<file path="src/rtl/dmem_pkg.sv">
// dmem_pkg: shared FSM states, port ids and memory size for the data-memory arbiter.
package dmem_pkg;
    typedef enum logic [1:0] {S_IDLE, S_ACCESS, S_RESP} state_t;
    localparam logic PORT0 = 1'b0;
    localparam logic PORT1 = 1'b1;
    localparam int MEM_WORDS_DEFAULT = 256;
endpackage

</file>
<file path="src/rtl/rr_arb2.sv">
// rr_arb2: two-way round-robin arbiter; a tie goes to the port that did not win last.
module rr_arb2
    import dmem_pkg::*;
(
    input  logic [1:0] i_req,
    input  logic       i_last,
    output logic [1:0] o_gnt
);
    assign o_gnt = {i_req[1] & (~i_req[0] | (i_last == PORT0)),
                    i_req[0] & (~i_req[1] | (i_last == PORT1))};
endmodule

</file>
<file path="src/rtl/dmem_arbiter.sv">
// dmem_arbiter: shares one data memory between a core port and a debug/DMA port,
// one transaction at a time through IDLE -> ACCESS -> RESP.
module dmem_arbiter
    import dmem_pkg::*;
#(
    parameter int MEM_WORDS = MEM_WORDS_DEFAULT
) (
    input  logic        clk,
    input  logic        rst_n,
    input  logic        p0_req,
    input  logic        p0_we,
    input  logic [31:0] p0_addr,
    input  logic [31:0] p0_wdata,
    output logic        p0_gnt,
    output logic        p0_rvalid,
    output logic [31:0] p0_rdata,
    output logic        p0_err,
    input  logic        p1_req,
    input  logic        p1_we,
    input  logic [31:0] p1_addr,
    input  logic [31:0] p1_wdata,
    output logic        p1_gnt,
    output logic        p1_rvalid,
    output logic [31:0] p1_rdata,
    output logic        p1_err,
    output logic        mem_read,
    output logic        mem_write,
    output logic [31:0] mem_addr,
    output logic [31:0] mem_wdata,
    input  logic [31:0] mem_rdata
);
    state_t      r_state, w_next;
    logic        r_last, r_port, r_we, r_err;
    logic [31:0] r_addr, r_wdata, r_rdata;
    logic [1:0]  w_arb, w_gnt;
    logic        w_accept, w_sel, w_we, w_err, w_access, w_resp;
    logic [31:0] w_addr, w_wdata;

    rr_arb2 u_rr (
        .i_req  ({p1_req, p0_req}),
        .i_last (r_last),
        .o_gnt  (w_arb)
    );

    // Everything visible is gated by rst_n so a reset kills grants, writes and responses at once.
    always_comb begin
        w_gnt    = (rst_n && r_state == S_IDLE) ? w_arb : 2'b00;
        w_accept = |w_gnt;
        w_sel    = w_gnt[1] ? PORT1 : PORT0;
        w_we     = w_gnt[1] ? p1_we : p0_we;
        w_addr   = w_gnt[1] ? p1_addr : p0_addr;
        w_wdata  = w_gnt[1] ? p1_wdata : p0_wdata;
        w_err    = (w_addr[1:0] != 2'b00) || ({2'b00, w_addr[31:2]} >= 32'(MEM_WORDS));
        w_next   = (r_state == S_IDLE) ? (w_accept ? S_ACCESS : S_IDLE) :
                   (r_state == S_ACCESS) ? S_RESP : S_IDLE;
        w_access = rst_n && r_state == S_ACCESS;
        w_resp   = rst_n && r_state == S_RESP;
    end

    always_ff @(posedge clk) begin
        if (!rst_n) begin
            r_state <= S_IDLE;
            r_last  <= PORT1;
            r_port  <= PORT0;
            r_we    <= 1'b0;
            r_err   <= 1'b0;
            r_addr  <= '0;
            r_wdata <= '0;
            r_rdata <= '0;
        end else begin
            r_state <= w_next;
            if (w_accept) begin
                r_last  <= w_sel;
                r_port  <= w_sel;
                r_we    <= w_we;
                r_err   <= w_err;
                r_addr  <= w_addr;
                r_wdata <= w_wdata;
            end
            if (r_state == S_ACCESS)
                r_rdata <= (!r_err && !r_we) ? mem_rdata : '0;
        end
    end

    assign p0_gnt    = w_gnt[0];
    assign p1_gnt    = w_gnt[1];
    assign mem_read  = w_access & ~r_err & ~r_we;
    assign mem_write = w_access & ~r_err & r_we;
    assign mem_addr  = w_access ? r_addr : '0;
    assign mem_wdata = w_access ? r_wdata : '0;
    assign p0_rvalid = w_resp && r_port == PORT0;
    assign p1_rvalid = w_resp && r_port == PORT1;
    assign p0_rdata  = p0_rvalid ? r_rdata : '0;
    assign p1_rdata  = p1_rvalid ? r_rdata : '0;
    assign p0_err    = p0_rvalid & r_err;
    assign p1_err    = p1_rvalid & r_err;
endmodule
</file>
<file path="config.mk">
export PLATFORM = sky130hd
export DESIGN_NAME = dmem_arbiter
export DESIGN_NICKNAME = d
export VERILOG_FILES = /design/src/rtl/dmem_pkg.sv /design/src/rtl/rr_arb2.sv /design/src/rtl/dmem_arbiter.sv
export SDC_FILE = /design/constraint.sdc
export NUM_CORES = 1
export LEC_CHECK = 0
export ABC_CLOCK_PERIOD_IN_PS = 1380
export BUFFER_PORTS_ARGS = -buffer_cell sky130_fd_sc_hd__clkbuf_2
export CAP_MARGIN = 15
export CORE_UTILIZATION = 25
export CTS_BUF_LIST = sky130_fd_sc_hd__clkbuf_4 sky130_fd_sc_hd__clkbuf_8
export CTS_CLUSTER_DIAMETER = 60
export DETAILED_ROUTE_END_ITERATION = 8
export GPL_TIMING_DRIVEN = 0
export PLACE_DENSITY = 0.61
export SETUP_SLACK_MARGIN = 0.4
export SYNTH_ARGS = -nofsm -noshare
export SYNTH_HDL_FRONTEND = slang
export SYNTH_SLANG_ARGS = --single-unit
</file>
<file path="constraint.sdc">
create_clock -name clk -period 1.38 [get_ports clk]
set_input_delay 0.276 -clock clk [delete_from_list [all_inputs] [get_ports clk]]
set_output_delay 0.276 -clock clk [all_outputs]
set_load 0.01 [all_outputs]
</file>
==> out/metrics.cfg <==
[layout]
syn2layout_area_growth_pct=99.1
fin_nets=1169
layout-drive-gt1-share=0.658
final_util=0.513
layout_common_cells=clkbuf_2 (218), dfxtp_1 (100), buf_6 (98)
final_common_cell=clkbuf_2
antennaDiodeCount=0
fin_cells=1273
fin_area_um2=10100

[worst_hold_path]
hold_class=in -> reg

[place]
hpwl_um=15400
dp.cells=1188
port_buffers=301
place.gp.congestion=0.908
postPlaceCellArea_um2=7070

[critical_path]
critPathKind=reg -> out
startpoint_type=flip-flop
critPathCaptureType=output port
r2r_setup_slack_ns=-0.52
critPathSlowestCell=dfxtp_4
critPathBufInv=4
slowest_delay_ns=0.39
worstPathArrival_ns=1.66
cp.required_ns=1.10
critPathMaxFanout=7
cpLargestDelayFamily=buffers and inverters
path_cells=inv_2 -> and3_4 -> clkbuf_16 -> buf_6 -> and2_1 -> clkbuf_2

[clock_tree]
clock_sinks=102
cts_buffer_depth=2
h-tree-depth=3
clk_latency_ns=0.39
tritoncts=yes
clkTransAtPathRegs_ns=0.11
cts.root.buffer_cell=clkbuf_8
cts_buffers=9

[grt]
grt_antenna_before_repair=0
grtUsageMet2=0.358
met3_usage=0.0599
grt_busiest_layer=met2
grt-ovfl-total=0
grt_pass1_vias=5770
use_met1=0.231
grt_first_pass_wirelength_um=31500
grt_use_total=0.202
grt_max_degree=17

[timing]
maxSlewViolCount=0
tightest_slew_ns=0.758
finClkSkew_ns=0.0211
setup_slack_ns=-0.554
grt_setup_unrepaired=yes
setup_viol=237
timing.fmax_mhz=517
max_slew_margin=0.494
fin_crit_ns=1.93
hold_viol=0
min_period_over_period=1.40

[logic_synthesis]
synth_top_cell_area_share=0.403
synth_top_family_by_area=simple AND/OR/NAND/NOR gates
ys_ff_latch=102
synth_xor_area_frac=0
yosysWarnings=0
synth_fa_ha_area_frac=0
synthSimpleGateAreaFrac=0.345
synth_compound_area_frac=0.200
synth.mux.area_fraction=0
syn_inst=622
seq_area_frac_synth=0.403
synth.area.top_cells=dfxtp_1 (40%), and2_1 (16%), nand2_1 (10%)
yosysUniqueCellTypes=28
synthesis.nets=788
postSynthAreaPerCell_um2=8.14
synth.largest_area_cell=dfxtp_1
syn_area_um2=5060

[routing]
drt_iter0_markers=263
vias=6227
drc=0
via_per_inst=4.89
drt-pass1-iter-count=5
wl_um=23500
ant_nets=0
routedWlPerCell_um=18.5

[power_and_ir_drop]
p_leak_nw=4.66
peakVddDrop_v=0.000492
power_frac_clock=0.263
p_total_mw=7.59
p_comb_frac=0.290
intPower_mw=5.25
pwr-share-seq=0.448
netSwitchingFraction=0.308
power.switching_mw=2.34
powerDensity_nw_per_um2=754

[status]
violations=setup timing
status=finished, violations left

[floorplan]
core_region_area_um2=19700
die_w_um=144
ioPinCount=302
initial_core_util=0.258
die_area_um2=20800
rows=51
die_h_um=144

[run]
cap_violations=0

## path summary, 6_finish.rpt
path | start | endpoint | depth (start not counted)
max reg2reg | r_state[1] | r_addr[16] | 11
min reg2reg | r_wdata[17] | r_wdata[17] | 2
min | mem_rdata[5] | r_rdata[5] | 2
max | r_state[1] | mem_addr[17] | 6
## sequential cells by signal (all words and copies together), names as in the netlist
| register | count |
|---|---|
| r_last | 1 |
| r_port | 1 |
| r_err | 1 |
| r_rdata | 32 |
| r_wdata | 32 |
| r_we | 1 |
| r_addr | 32 |
| r_state | 2 |
## synthesized netlist by cell type
cell,number
a21oi_1,2
a22o_1,32
a311oi_1,45
a311oi_2,20
a31oi_1,1
and2_1,130
and3_1,1
and3b_1,1
buf_1,3
buf_2,12
buf_4,2
buf_6,2
clkbuf_1,35
dfxtp_1,102
inv_1,4
inv_2,1
nand2_1,136
nand3_1,1
nand3_2,1
nand4_1,3
nor2_1,68
nor3_1,6
nor3b_1,1
nor3b_2,2
nor4_1,8
o211ai_2,1
o221ai_1,1
or4_1,1
## kinds of logic (layout without fill, tap and decap cells)
family,Yosys count,in the layout
buffers and inverters,59,445
DFF,102,102
and+or+nand+nor,359,359
AOI/OAI and AO/OA,102,102
## layout make-up
class,count,area [um^2]
plain buffers,54,724
clock buffers,10,131
clock inverters,6,61.3
fillers,1783,9580
inverters,5,26.3
multi-input cells,461,3650
flip-flops and latches,102,2050
well taps,265,332
repair buffers,370,3100
## per-layer routing
layer	routed length, um	vias to the layer above
met3	1760	36
li1	-	2912
met5	0	-
met4	541	0
met2	12000	293
met1	9270	2986
## stage by stage
step | TNS, ns | worst slack [ns] | hold WS [ns]
2_1_floorplan | -0.785 | -0.0223 | 0.348
3_3_place_gp | -88.48 | -0.659 | 0.461
3_5_place_dp | -89.76 | -0.613 | 0.466
4_1_cts | -106.39 | -0.576 | 0.0818
5_1_grt | -120.47 | -0.626 | 0.0835
6_report | -102.96 | -0.554 | 0.116
## power by group through the flow
| stage | logic, mW | registers (mW) | clock network, mW |
|---|---|---|---|
| final | 2.20 | 3.40 | 1.99 |
| after global routing | 2.34 | 3.43 | 2.15 |
| after CTS | 1.85 | 3.36 | 2.03 |
| after detailed placement | 1.26 | 3.40 | 0 |
| after global placement | 1.25 | 3.40 | 0 |
| after floorplan | 0.722 | 3.36 | 0 |
## what timing repair did
item	4_1_cts	5_1_grt
buffers inserted	32	12
hold buffers	0	0
setup endpoints to repair	238	238
pin swaps	101	107
resized for setup	226	340
cloned	18	7
No activity file was read; power rests on OpenSTA's default activity.
